## config.mk

```make
export PLATFORM = sky130hd
export DESIGN_NAME = memory_arbiter
export DESIGN_NICKNAME = d
export VERILOG_FILES = /design/src/rtl/memory_arbiter.sv
export SDC_FILE = /design/constraint.sdc
export NUM_CORES = 1
export LEC_CHECK = 0
export BUFFER_PORTS_ARGS = -buffer_cell sky130_fd_sc_hd__clkbuf_2
export CAP_MARGIN = 20
export CORE_MARGIN = 2
export CORE_UTILIZATION = 47
export DETAILED_ROUTE_END_ITERATION = 10
export HOLD_SLACK_MARGIN = 0.03
export PLACE_DENSITY_LB_ADDON = 0.25
export SYNTH_ARGS = -nofsm -noshare
export SYNTH_HDL_FRONTEND = slang
export SYNTH_SLANG_ARGS = --single-unit
```

## constraint.sdc

```tcl
create_clock -name clk -period 3.4 [get_ports clk]
set_input_delay 1.02 -clock clk [delete_from_list [all_inputs] [get_ports clk]]
set_output_delay 1.02 -clock clk [all_outputs]
set_load 0.02 [all_outputs]
```

## src/rtl/memory_arbiter.sv

```systemverilog
// memory_arbiter: arbitrates fetch and data ports onto a single-port memory with fixed access latency.
module memory_arbiter #(
    parameter int LATENCY   = 2,
    parameter int WORD_SIZE = 16
) (
    input  logic                 clk,
    input  logic                 reset,
    input  logic                 i_req,
    input  logic [WORD_SIZE-1:0] i_addr,
    input  logic                 i_cancel,
    output logic [WORD_SIZE-1:0] i_data,
    output logic                 i_ready,
    input  logic                 d_read,
    input  logic                 d_write,
    input  logic [WORD_SIZE-1:0] d_addr,
    input  logic [WORD_SIZE-1:0] d_wdata,
    output logic [WORD_SIZE-1:0] d_rdata,
    output logic                 d_ready,
    output logic                 mem_read,
    output logic                 mem_write,
    output logic [WORD_SIZE-1:0] mem_addr,
    output logic [WORD_SIZE-1:0] mem_wdata,
    input  logic [WORD_SIZE-1:0] mem_rdata,
    output logic                 busy
);
    typedef enum logic [1:0] {IDLE, IACC, DACC} state_t;
    state_t               state;
    logic [3:0]           cnt;
    logic                 wr;
    logic [WORD_SIZE-1:0] addr_q, wdata_q, i_data_q, d_data_q;
    logic                 d_req, i_go;
    assign d_req     = d_read | d_write;
    assign i_go      = i_req & ~i_cancel;
    assign busy      = state != IDLE;
    assign mem_read  = busy & ~wr;
    assign mem_write = busy & wr;
    assign mem_addr  = addr_q;
    assign mem_wdata = wdata_q;
    assign i_ready   = (state == IACC) && (cnt == 4'd0) && !i_cancel;
    assign d_ready   = (state == DACC) && (cnt == 4'd0);
    assign i_data    = i_ready ? mem_rdata : i_data_q;
    assign d_rdata   = (d_ready && !wr) ? mem_rdata : d_data_q;
    always_ff @(posedge clk or posedge reset) begin
        if (reset) begin
            state    <= IDLE;
            cnt      <= 4'd0;
            wr       <= 1'b0;
            addr_q   <= '0;
            wdata_q  <= '0;
            i_data_q <= '0;
            d_data_q <= '0;
        end else begin
            if (i_ready) i_data_q <= mem_rdata;
            if (d_ready && !wr) d_data_q <= mem_rdata;
            if (state == IACC && i_cancel) begin
                state <= IDLE;
                cnt   <= 4'd0;
            end else if (state != IDLE && cnt != 4'd0) begin
                cnt <= cnt - 4'd1;
            end else if (d_req && state != DACC) begin
                state   <= DACC;
                cnt     <= 4'(LATENCY - 1);
                wr      <= d_write;
                addr_q  <= d_addr;
                wdata_q <= d_wdata;
            end else if (i_go && state != IACC) begin
                state  <= IACC;
                cnt    <= 4'(LATENCY - 1);
                wr     <= 1'b0;
                addr_q <= i_addr;
            end else begin
                state <= IDLE;
                cnt   <= 4'd0;
                wr    <= 1'b0;
            end
        end
    end
endmodule
```

# [After elaboration in Yosys (flattened, before gate mapping)]
# Index checks and enable logic that the tools add are counted.
[word_totals] register_bits=71 in_bits=70 wordCells=51
[op_classes] addsub=1 eq_ne=5 muxes=13 n_bitwise=8 n_reduce_logical=17
[op_table] op="$mux W16" n=4
[op_table] op="$logic_and A1 B1 Y1" n=8
[op_table] op="$mux W4" n=2
[op_table] op="$mux W2" n=3
[op_table] op="$reduce_and A3 Y1" n=2
[op_table] op="$logic_not A4 Y1" n=1
[op_table] op="$mux W1" n=4
[op_table] op="$ne A2 B2 Y1 const B" n=2
[op_table] op="$not A1 Y1" n=4
[op_table] op="$reduce_bool A2 Y1" n=2
[op_table] op="$reduce_bool A4 Y1" n=1
[op_table] op="$sub A4 B1 Y4 const B" n=1
[op_table] op="$and A1 B1 Y1" n=3
[op_table] op="$eq A2 B1 Y1 const B" n=1
[op_table] op="$eq A2 B2 Y1 const B" n=1
[op_table] op="$logic_not A1 Y1" n=2
[op_table] op="$ne A2 B1 Y1 const B" n=1
[op_table] op="$reduce_and A2 Y1" n=1
[op_table] op="$or A1 B1 Y1" n=1

# [Depth between registers and ports, before layout]
# Gate-level depths: netlist (run 1).
[depth] word_depth=7 depth_mapped=8 mapped_depth_nobuf=6

# [Worst setup path before layout (run 1)]
# No wires, ideal clock.
[synth_path] path_kind="input to output" start="input i_cancel" end="output i_data[10]" arrival_ps=2080 t_required_ps=2380 slack_ps=300 cell_stages=5 path_buffers=2 cell_sequence="nand2b_1 or3_1 buf_6 buf_12 mux2_4"
[synth_via] elab_chain_cells=3
[synth_rtl] item="start, declared" line_no="10" rtl="input logic i_cancel,"
[synth_rtl] item="$logic_not A1 Y1" line_no="39" rtl="assign i_ready = (state == IACC) && (cnt == 4'd0) && !i_cancel;"
[synth_rtl] item="$logic_and A1 B1 Y1" line_no="39"
[synth_rtl] item="$mux W16"
[synth_rtl] item="end, declared" line_no="11" rtl="output logic [WORD_SIZE-1:0] i_data,"
# No other way between the ends.

# [Final worst setup path (run 1)]
[layout_path] start="register cnt[1]" end="output i_data[6]"
[layout_via] elab_chain_cells=4
[layout_rtl] item="start, declared" line_no="28" rtl="logic [3:0] cnt;"
[layout_rtl] item="start signal, assigned" line_no="59" rtl="cnt <= cnt - 4'd1;"
[layout_rtl] item="start signal, assigned" line_no="62" rtl="cnt <= 4'(LATENCY - 1);"
[layout_rtl] item="start signal, assigned" line_no="68" rtl="cnt <= 4'(LATENCY - 1);"
[layout_rtl] item="$logic_not A4 Y1" line_no="39"
[layout_rtl] item="$logic_and A1 B1 Y1 (2 in a row)" line_no="39"
[layout_rtl] item="$mux W16"
# No other way between the ends.

==> metrics list, run 1 <==
* IO Pins: 139
- The first global-routing pass estimated 10,400 um of wire.
- In this run the tool buffered the top-level ports with 138 buffer cells.
- Reg-to-reg slack, setup: 1240 ps
- The startpoint identified for the worst hold timing path is d_data_q[5].
- Portion of the clock cycle consumed by the worst path in the final layout: 0.992
- LEAKAGE: 2.14 nW
- Launch point of the worst reg-to-reg path: cnt[1]
- Grt ovf: 0
- Floorplan die height: 84.3 um
- The count of final hold-check violations came to 0.
- The worst pin sits at a relative slew slack of 0.549.
- Dpl cells: 413
- Dividing total power by cell area gives a power density of 1100 nW/um2.
* Initial cell density of the core: 0.483
* Number of filler cells placed in the layout: 480
* Antenna Cells: 0
* Initial antenna violation count: 0
- The floorplan step defined a die boundary enclosing 7110 um2.
* Cell row count: 29
* Worst setup timing slack at the placement stage: 84.8 ps
- The number of nets handed over by synthesis was 273.
- From synthesis to final layout, the design area changed by 38.4%.
- Across all layers, the routed design uses 2,118 vias.
- Setup violations remaining at the end of the flow were counted as 0.
* Nets: 424
- Once layout is done, the placed cells without fillers occupy 4200 um2.
- CP Data Required Time: 2380 ps
- In the layout the commonest cells are 131 x sky130_fd_sc_hd__clkbuf_2, 71 x sky130_fd_sc_hd__dfrtp_1, 69 x sky130_fd_sc_hd__mux2_2.
- Clock-pin slew was measured on the worst setup and hold paths at 70 ps.
* Register bit total from synthesis: 71
- The congestion estimate from routability-driven global placement came to 0.741.
- The worst path needs 3370 ps of the cycle, external delays included.
- Number of library cell types mapped by synthesis: 28
* Number of buffers inserted during clock tree synthesis: 9
- Counting instances, the worst hold path has a depth of 1.
- Remaining DRCs: 0
* Reg-to-Reg End: mem_addr[12]
- Worst Max-Slew Pin Slew: 677 ps
- The pre-antenna-repair detailed-routing pass consisted of 4 iterations.
* H-tree depth: 3
- Detailed router's first-iteration violation count: 39
* Setup repair after global routing missed its margin: true
- Setup crit start kind: register
* Endpoint type of the worst setup path: output pin
- The final layout contains routed wiring with a total length of 6200 um.
- In the global route stage, overall resource usage came out at 0.183.
- Yosys printed 0 warnings.
* Count of pins over their slew limit: 0
* Critical Path Fanout Max: 9
- The number of global-route vias before repair is 2,210.
- Entering global routing, the biggest net connects 72 pins.
- Post-Syn Area per Cell: 15.0 um2
- Hold repair after CTS inserted 0 buffers.
- Chip Width: 84.3 um
- Smallest setup slack after layout: 28.1 ps
* Detailed-route wire length per cell: 14.3 um
- Clock root buffer: sky130_fd_sc_hd__clkbuf_8
* Maximum achievable frequency: 297 MHz
* Terminating pin of the worst hold path: d_data_q[5]
- In the final layout, the share of cells above drive strength 1 is 0.696.
* Class of the tightest hold or removal check: register to register
- Post-place instance area: 3810 um2
- Total half-perimeter wirelength after legalization and detailed placement: 4410 um
- For this run, the share of the core covered by cells in the final layout is 0.669.
- The library cell used most frequently in the layout, excluding fill and tap cells, is sky130_fd_sc_hd__clkbuf_2.
* Proportion of synthesized chip area in sequential cells: 0.586
* Worst setup path startpoint: cnt[1]
* Via/cell ratio: 4.87
- The clock passes through at most 2 buffers.
- The clock drives 71 sinks.
- TritonCTS built the clock tree.
- Status: completed
* Remaining number of nets flagged by the antenna check after routing: 0
- Filler-free cell count of the finished design: 435
- Clock skew on the completed layout was measured at 5.84 ps.
- Core region area: 6280 um2
* Cell area after technology mapping: 3030 um2
* Worst endpoint data arrival time: 2350 ps
- The later pin in the worst-skew pair is clocked with a latency of 330 ps.
- Number of instances in the synthesized netlist: 202
- Across the VDD grid, the largest voltage drop is 0.547 mV.
- Max-cap violation count: 0
- Counting cells, the worst reg-to-reg path comes to 9.
- The worst setup path is of the register to output pin kind.
[critical path, stage by stage (launching register included)]
cell                      delay, ps
sky130_fd_sc_hd__dfrtp_1        390
sky130_fd_sc_hd__inv_1           60
sky130_fd_sc_hd__ha_2           160
sky130_fd_sc_hd__or3b_4         390
sky130_fd_sc_hd__or3_4          390
sky130_fd_sc_hd__buf_12         170
sky130_fd_sc_hd__mux2_4         300
sky130_fd_sc_hd__buf_4          160
[routing by layer]
| layer | part of all wire | up-vias | routed length (um) | global-route usage |
|---|---|---|---|---|
| met5 | 0 | - | 0 | 0 |
| met4 | 0.014 | 0 | 84 | 0.0649 |
| met3 | 0.079 | 9 | 487 | 0.0501 |
| met2 | 0.47 | 83 | 2940 | 0.298 |
| met1 | 0.43 | 1015 | 2690 | 0.236 |
| li1 | - | 1011 | - | - |
[cell usage after synthesis]
master | n | area share
sky130_fd_sc_hd__dfrtp_1 | 71 | 0.59
sky130_fd_sc_hd__mux2_2 | 70 | 0.26
sky130_fd_sc_hd__mux2_4 | 10 | 0.050
sky130_fd_sc_hd__nor2_1 | 8 | 0.0099
sky130_fd_sc_hd__inv_1 | 6 | 0.0074
sky130_fd_sc_hd__buf_2 | 4 | 0.0066
sky130_fd_sc_hd__nand2_1 | 4 | 0.0049
sky130_fd_sc_hd__nand2b_1 | 4 | 0.0082
sky130_fd_sc_hd__a32oi_1 | 2 | 0.0058
sky130_fd_sc_hd__buf_6 | 2 | 0.0074
sky130_fd_sc_hd__o22ai_1 | 2 | 0.0041
sky130_fd_sc_hd__or3_1 | 2 | 0.0041
sky130_fd_sc_hd__xnor2_1 | 2 | 0.0058
sky130_fd_sc_hd__a211oi_2 | 1 | 0.0041
sky130_fd_sc_hd__a21oi_1 | 1 | 0.0016
sky130_fd_sc_hd__buf_12 | 1 | 0.0066
sky130_fd_sc_hd__buf_4 | 1 | 0.0025
sky130_fd_sc_hd__clkbuf_1 | 1 | 0.0012
sky130_fd_sc_hd__ha_1 | 1 | 0.0041
sky130_fd_sc_hd__nor2b_1 | 1 | 0.0021
sky130_fd_sc_hd__nor3_1 | 1 | 0.0016
sky130_fd_sc_hd__nor3b_1 | 1 | 0.0025
sky130_fd_sc_hd__nor4b_1 | 1 | 0.0029
sky130_fd_sc_hd__o21a_1 | 1 | 0.0025
sky130_fd_sc_hd__o21ai_0 | 1 | 0.0016
sky130_fd_sc_hd__o21ai_1 | 1 | 0.0016
sky130_fd_sc_hd__o21bai_1 | 1 | 0.0025
sky130_fd_sc_hd__or3b_1 | 1 | 0.0029
[metrics by stage]
stage	hold WS, ps	power [W]	TNS [ps]
CTS	496	0.00463	0
global route	508	0.00491	-710
floorplan	452	0.00301	0
detailed placement	480	0.00366	0
global placement	472	0.00360	0
finish	495	0.00463	0
[cells by family after synthesis]
kind of cell	Yosys count	share of synthesized area
compound gates	10	0.0239
xor+xnor	2	0.00578
fa+ha+maj	1	0.00412
buf+inv	15	0.0318
flops	71	0.586
mux	80	0.309
simple gates	23	0.0392
[flip-flops by register name (all words and copies together), names as in the netlist]
register   flops
state          2
cnt            4
d_data_q      16
wr             1
i_data_q      16
mem_addr      16
mem_wdata     16
[timing repair]
item	in CTS	in global routing
pin swaps	1	0
setup buffers	3	2
gates resized for setup	7	16
endpoints found under the setup margin	32	31
gates cloned	1	0
[area by class of cell]
type,instances,area [um2],share of cell area
flip-flops and latches,71,1780,0.423
well taps,77,96.3,0.0229
multi-input cells,116,1170,0.280
clock buffers,11,141,0.0337
clock inverters,5,129,0.0307
repair buffers,149,860,0.205
inverters,6,22.5,0.00536
[worst max path at each step]
stage,end,depth (start not counted)
5_1_grt,i_data[11],7
2_1_floorplan,i_data[10],5
3_5_place_dp,i_data[13],6
6_report,i_data[6],7
3_3_place_gp,i_data[12],6
4_1_cts,i_data[6],7
[where the power goes]
group,switching (W),leakage [nW],internal (W)
clock network,0.000314,0.134,0.000584
logic,0.00123,1.15,0.00106
registers,0.000176,0.856,0.00126
total,0.00172,2.14,0.00291
Note: power is estimated with default switching activity, not from simulation.
==> run 2, diff against run 1 <==
--- a/config.mk
+++ b/config.mk
@@ -5,6 +5,7 @@
 export SDC_FILE = /design/constraint.sdc
 export NUM_CORES = 1
 export LEC_CHECK = 0
+export ABC_AREA = 1
 export BUFFER_PORTS_ARGS = -buffer_cell sky130_fd_sc_hd__clkbuf_2
 export CAP_MARGIN = 20
 export CORE_MARGIN = 2
==> run 2 against run 1 <==
Effect of this change: sequential cell count unchanged; highest routed layer unchanged; maximum frequency grew 11%; sequential share of layout area is 0.52 points higher; largest cell class unchanged; hold slack got worse by 36 ps; first-iteration DRC count grew to 2.6 times the previous value; final cell count increased by 34%; clock skew up 0.84 ps; sequential power fell by 3%; design area decreased by 1.2%; total power decreased by 1.9%; combinational power is 2% higher; non-clock buffer count down 7.
==> metrics list, run 2 <==
- Status: completed
- Total setup buffers inserted after CTS: 0 (-3)
- Worst hold margin: 459 ps (-36.4 ps)
* Cell area after technology mapping: 3160 um2 (+4.0%)
- Minimum clock period after layout: 3040 ps (-328 ps)
- Endpoint type of the worst setup path: output pin
- Post-Syn Area per Cell: 8.60 um2 (-43%)
- Number of gates resized after cts: 0 (-7)
* Maximum achievable frequency: 328 MHz (+11%)
- Cell occurring most often along the worst timing path: sky130_fd_sc_hd__clkbuf_2
* Clock root buffer: sky130_fd_sc_hd__clkbuf_8
- The critical path required time is 2380 ps (about the same).
- The number of buffers inserted by port buffering is 138 (unchanged).
* Area growth syn-to-layout: 31.4%
- The post-route antenna net violation count came to 0 (unchanged).
* Gr usage total: 0.218 (+0.0356)
- The half-perimeter wire length of the detailed placement result is 5510 um (+25%).
- The first-iteration detailed-routing DRC count was 100 (+160%).
* Area of the die: 7390 um2 (+3.9%)
- Reg-to-reg slack, setup: 1730 ps (+490 ps)
- Detailed-route wire length per cell: 12.8 um (-10%)
- The slowest stage of the critical path belongs to the cell sky130_fd_sc_hd__o21ai_0.
* First-pass GRT wire length: 12,800 um (+23%)
- The final clock skew came to 6.69 ps (+0.843 ps).
* Cell with the most instances after synthesis: sky130_fd_sc_hd__nand2_1
* Insertion delay to the later sink of the worst-skew pair: 330 ps (about the same)
* Worst Max-Slew Pin Slew: 674 ps (-2.04 ps)
- The remaining global-route overflow was 0 (unchanged).
* Fraction of registers with async set or reset after synthesis: 1.00 (unchanged)
- The remaining max-slew budget at the tightest pin is 0.550 (+0.000704).
- Clock Path Buffers: 2 (unchanged)
- TritonCTS built the clock tree.
- The boundary pin count came to 139 (unchanged).
* Number of filler cells placed in the layout: 554 (+15%)
* Setup repair after global routing missed its margin: false
- The number of cells traversed by the worst register-to-register path is 7 (-2).
- Nets: 574 (+35%)
- The largest total area in the synthesized netlist belongs to sky130_fd_sc_hd__dfrtp_1.
* Predominant post-synthesis flop cell: sky130_fd_sc_hd__dfrtp_1
* Post-place instance area: 3900 um2 (+2.5%)
- Net count of the mapped netlist: 438 (+60%)
- The final design area excluding fillers was 4150 um2 (-1.2%).
- The number of buffers and inverters on the critical path is 3 (unchanged).
* Floorplan die height: 85.9 um (+1.9%)
- The peak per-stage delay on the critical path was 270 ps (-120 ps).
* Core region area: 6420 um2 (+2.3%)
- Beginning of the worst hold path: cnt[0]
- Remaining DRCs: 0 (unchanged)
* Cell types with the highest counts after synthesis: 137 x sky130_fd_sc_hd__nand2_1, 71 x sky130_fd_sc_hd__dfrtp_1, 34 x sky130_fd_sc_hd__nand3_1
* Number of hold-slack violations in the final timing report: 0 (unchanged)
- The library cell used most frequently in the layout, excluding fill and tap cells, is sky130_fd_sc_hd__clkbuf_2.
- The number of synthesized flops with an enable pin came to 0 (unchanged).
- Final setup fails: 0 (unchanged)
* Via/cell ratio: 4.93 (+1.2%)
- The CTS H-tree depth was 3 (unchanged).
- Launch point of the worst reg-to-reg path: state[0]
- Cts hold-fix bufs: 0 (unchanged)
- Terminating pin of the worst hold path: cnt[0]
- The final-layout setup total negative slack was 0 ps (unchanged).
- The critical path arrival came to 2020 ps (-330 ps).
* Via count: 2,883 (+36%)
* Number of buffers inserted during clock tree synthesis: 9 (unchanged)
- The critical-path maximum fanout is 33 (+24).
* Via count of the first global-routing pass: 2,848 (+29%)
- The final-report max-slew violation count was 0 (unchanged).
- Routability cong.: 0.745 (+0.62%)
- Setup crit start kind: input pin
* Worst hold path depth: 1 (unchanged)
- Worst voltage drop across the vdd grid: 0.618 mV (+13%)
* Share of the synthesized area in the top cell type: 0.563 (-0.0228)
- In the layout the commonest cells are 138 x sky130_fd_sc_hd__clkbuf_2, 137 x sky130_fd_sc_hd__nand2_1, 71 x sky130_fd_sc_hd__dfrtp_1.
* Cell class contributing the biggest share of worst-path delay: buffers and inverters
* Fraction of final layout cells sized beyond drive strength 1: 0.346 (-0.349)
* Worst-path cell chain: clkbuf_2 -> nor2_1 -> nand2_1 -> buf_12 -> o21ai_0 -> clkbuf_2
- Register bit total from synthesis: 71 (unchanged)
- Max-cap violation count: 0 (unchanged)
- Number of library cell types mapped by synthesis: 24 (-14%)
* Number of instances in the synthesized netlist: 367 (+82%)
- Top post-synthesis cells by area: sky130_fd_sc_hd__dfrtp_1 56%, sky130_fd_sc_hd__nand2_1 16%, sky130_fd_sc_hd__nand3_1 5.4%
* Cell row count: 29 (unchanged)
* Portion of the clock cycle consumed by the worst path in the final layout: 0.895 (-0.0964)
* Initial cell density of the core: 0.491 (+0.00817)
- Class of the tightest hold or removal check: register to register
- Maximum number of pins on one net before global-route repair: 41 (-43%)
- First-pass iteration count of the detailed router: 4 (unchanged)
* Antenna Cells: 0 (unchanged)
* Number of warnings printed during yosys synthesis: 0 (unchanged)
- The detailed-route wire length was 7470 um (+20%).
* Initial antenna violation count: 0 (unchanged)
- Reg-to-Reg End: mem_addr[15]
- CTS sink count: 71 (unchanged)
- The width of the die was 85.9 um (+1.9%).
- Fin util: 0.646 (-0.0231)
- The power density over the cells came to 1100 nW/um2 (-0.68%).
- LEAKAGE: 2.42 nW (+13%)
- Type of the worst setup path: input pin to output pin
- Clock transition at path regs: 70 ps (about the same)
- Proportion of synthesized chip area in sequential cells: 0.563 (-0.0228)
-- run 2: metal layers --
layer / vias to the layer above / global-route usage / part of all wire
met4: 0 / 0.0664 / 0.0080
met1: 1308 / 0.275 / 0.42
met2: 114 / 0.370 / 0.48
met5: - / 0 / 0
met3: 7 / 0.0568 / 0.085
li1: 1454 / - / -
-- run 2: where the power goes --
part           leakage (nW)  switching [W]  total, W  internal [W]
Combinational          1.41        0.00164   0.00234      0.000704
Sequential            0.896       0.000166   0.00139       0.00123
Clock                 0.122       0.000304  0.000808      0.000505
Total                  2.42        0.00211   0.00454       0.00243
-- run 2: kinds of logic after synthesis --
group	synth area share
AO/OA/AOI/OAI	0.0638
flip-flops	0.563
XOR/XNOR	0.00278
buffers and inverters	0.0658
AND/OR/NAND/NOR	0.301
adder cells (fa/ha/maj)	0.00396
-- run 2: area by class of cell --
type | instances | area, um2 | share of cell area
flip-flops and latches | 71 | 1780 | 0.428
clock inverters | 6 | 108 | 0.0259
repair buffers | 142 | 746 | 0.180
multi-input cells | 249 | 1170 | 0.282
inverters | 30 | 113 | 0.0271
clock buffers | 10 | 138 | 0.0332
well taps | 77 | 96.3 | 0.0232
-- run 2: worst max-delay path by stage --
| stage | from | cells past startpoint | end |
|---|---|---|---|
| after floorplan | i_cancel | 4 | i_data[10] |
| after global placement | i_cancel | 6 | i_data[8] |
| after detailed placement | i_cancel | 6 | i_data[10] |
| after CTS | cnt[0] | 9 | d_rdata[7] |
| after global routing | cnt[0] | 9 | d_rdata[1] |
| final | i_cancel | 6 | i_data[10] |
-- run 2: through the flow --
step	setup slack [ps]	total power, W	instances
floorplan	446	0.00309	367
global placement	472	0.00373	569
detailed placement	348	0.00378	569
CTS	341	0.00461	585
global route	178	0.00493	585
finish	356	0.00454	585
==> run 3, diff against run 2 <==
--- a/config.mk
+++ b/config.mk
@@ -5,14 +5,14 @@
 export SDC_FILE = /design/constraint.sdc
 export NUM_CORES = 1
 export LEC_CHECK = 0
-export ABC_AREA = 1
 export BUFFER_PORTS_ARGS = -buffer_cell sky130_fd_sc_hd__clkbuf_2
 export CAP_MARGIN = 20
+export CORE_ASPECT_RATIO = 1.75
 export CORE_MARGIN = 2
 export CORE_UTILIZATION = 47
 export DETAILED_ROUTE_END_ITERATION = 10
 export HOLD_SLACK_MARGIN = 0.03
-export PLACE_DENSITY_LB_ADDON = 0.25
+export PLACE_DENSITY = 0.8
 export SYNTH_ARGS = -nofsm -noshare
 export SYNTH_HDL_FRONTEND = slang
 export SYNTH_SLANG_ARGS = --single-unit
==> run 3 against run 2 <==
Effect of this change: the flow now finishes with violations (negative setup slack); combinational power up 4%; final cell count down 24%; design area up 2.3%; register-to-register slack worse by 490 ps; sequential share of layout area down 0.95 points; critical path depth unchanged; die area down 3.4%; sequential power up 4%; first-iteration DRC count up 16%; non-clock buffer count up 13; critical path type unchanged; critical endpoint is now i_data[7]; largest cell class unchanged.
==> metrics list, run 3 (synthesis gave the netlist of run 1 again) <==
- Status: complete, but fails checks
- Violated checks: negative setup slack
- The detailed route wirelength on metal2 was 3920 um (+8.9%).
- Worst slew margin relative to its limit: 0.494 (-0.0552)
- Maximum achievable frequency: 292 MHz (-11%)
- Critical Path Fanout Max: 7 (-79%)
- Worst-path cell chain: clkbuf_2 -> nand2b_1 -> or3_4 -> buf_8 -> mux2_4 -> clkbuf_2
- The final-report max-slew violation count was 0 (unchanged).
- The worst setup path is launched from an input pin.
* Cell row count: 38 (+31%)
- Type of the worst setup path: input pin to output pin
- Endpoint type of the worst setup path: output pin
* Grt ovf: 0 (unchanged)
- The number of clock sinks seen by CTS is 71 (unchanged).
- The starting density of the core was 0.487 (-0.00439).
- Cts hold-fix bufs: 0 (unchanged)
- Worst endpoint data arrival time: 2400 ps (+380 ps)
- The count of final setup violators is 5 (+5).
- Via/cell ratio: 4.94 (+0.31%)
* Clock root buffer: sky130_fd_sc_hd__clkbuf_8
* Insertion delay to the later sink of the worst-skew pair: 340 ps (about the same)
- The slew at the pin closest to its max-slew limit came to 757 ps (+82.7 ps).
* PD cells: 1080 nW/um2 (-1.4%)
- Final routed wirelength across all metal layers: 6860 um (-8.2%)
- Core region area: 6230 um2 (-3.0%)
* Initial antenna violation count: 0 (unchanged)
- First-pass iteration count of the detailed router: 4 (unchanged)
- Antenna Cells: 0 (unchanged)
- Maximum number of pins on one net before global-route repair: 36 (-12%)
- TritonCTS clock tree: yes
- Met1 Routed Length: 2480 um (-22%)
- Smallest setup slack after layout: -19.4 ps (-375 ps)
- The portion of the clock cycle consumed by the worst path in the final layout came to 1.01 (+0.110).
- Highest routed metal layer: met4
- The peak per-stage delay on the critical path was 440 ps (+170 ps).
* Via count: 2,195 (-24%)
- The leakage power is 2.15 nW (-11%).
- The maximum root-to-sink buffer count came to 2 (unchanged).
- Detailed-route wire length per cell: 15.4 um (+21%)
- The library cell used most frequently in the layout, excluding fill and tap cells, is sky130_fd_sc_hd__clkbuf_2.
- Chip Width: 64.7 um (-25%)
- The number of global-route vias before repair was 2,299 (-19%).
- On the critical path, the stage with the largest delay is an instance of sky130_fd_sc_hd__or3_4.
- First-pass GRT wire length: 10,500 um (-18%)
- Leaving out fill and tap cells, the most frequent cells in the layout are 123 x sky130_fd_sc_hd__clkbuf_2, 71 x sky130_fd_sc_hd__dfrtp_1, 69 x sky130_fd_sc_hd__mux2_2.
* Total half-perimeter wirelength after legalization and detailed placement: 4930 um (-11%)
- The shortest clock period the worst path allows after layout came to 3420 ps (+375 ps).
- Area growth syn-to-layout: 39.9%
- H-tree depth: 3 (unchanged)
- Worst voltage drop across the vdd grid: 0.505 mV (-18%)
- The number of buffers created by CTS was 9 (unchanged).
* Port buffer count: 138 (unchanged)
* Class of the tightest hold or removal check: register to register
- Routability cong.: 0.789 (+5.8%)
- Gr usage total: 0.196 (-0.0221)
- Overall power: 0.00458 W (+0.81%)
- The boundary pin count came to 139 (unchanged).
- Setup skew after layout: 4.14 ps (-2.55 ps)
* Setup repair after global routing missed its margin: true
- Area of the die: 7140 um2 (-3.4%)
- The count of final hold-check violations is 0 (unchanged).
* Cell occurring most often along the worst timing path: sky130_fd_sc_hd__clkbuf_2
- The routed wire length on met3 came to 353 um (-44%).
* Detailed router's first-iteration violation count: 116 (+16%)
- Remaining number of nets flagged by the antenna check after routing: 0 (unchanged)
- Nets: 430 (-25%)
- The critical path required time was 2380 ps (about the same).
* Floorplan die height: 110 um (+28%)
- Fraction of final layout cells sized beyond drive strength 1: 0.698 (+0.351)
* Remaining DRCs: 0 (unchanged)
- The number of maximum-capacitance violations came to 0 (unchanged).
- Worst setup timing slack at the placement stage: 90.0 ps (-258 ps)
* Clock transition at path regs: 70 ps (about the same)
run 3: critical path, delay by kind of cell:
| kind | cells | cell delay [ps] |
|---|---|---|
| AND/OR/NAND/NOR | 2 | 630 |
| buffers and inverters | 3 | 460 |
| multiplexers | 1 | 300 |
run 3: per-stage QoR:
step	cells	instance area, um2	TNS (ps)	hold slack [ps]	utilization
after floorplan	202	3030	0	452	-
after global placement	419	3810	0	468	0.612
after detailed placement	419	3810	0	477	0.612
after CTS	441	4130	0	499	0.663
after global routing	444	4240	-818	509	0.681
final	444	4240	-33.9	496	0.681
run 3: final timing paths:
path                       slack (ps)  cells past startpoint      endpoint        start
max in group asynchronous        1830                      3  mem_wdata[1]        reset
max                               -20                      6     i_data[7]     i_cancel
min reg2reg                       500                      1   d_data_q[4]  d_data_q[4]
min                               500                      1   d_data_q[4]  d_data_q[4]
min in group asynchronous         790                      2   mem_addr[5]        reset
max reg2reg                      1240                      9  mem_addr[13]       cnt[0]
run 3: metal layers:
layer,GRT usage,up-vias
li1,-,1026
met1,0.201,1082
met2,0.365,80
met3,0.0508,7
met4,0.0912,0
met5,0,-
run 3: layout make-up:
type / count / area [um2]
clock buffers: 14 / 173
clock inverters: 2 / 37.5
fillers: 444 / 1990
inverters: 6 / 22.5
multi-input cells: 116 / 1170
flip-flops and latches: 71 / 1780
well taps: 80 / 100
repair buffers: 155 / 958
run 3: power by group:
part | switching [W] | leakage (nW) | internal (W)
Combinational | 0.00128 | 1.19 | 0.00116
Clock | 0.000298 | 0.103 | 0.000400
Sequential | 0.000181 | 0.856 | 0.00126
Total | 0.00176 | 2.15 | 0.00282
run 3: timing repair:
item                       4_1_cts  5_1_grt
gates cloned                     1        0
buffers inserted                 5        3
setup endpoints to repair       32       32
resized for setup               13       42
pin swaps                        2        0
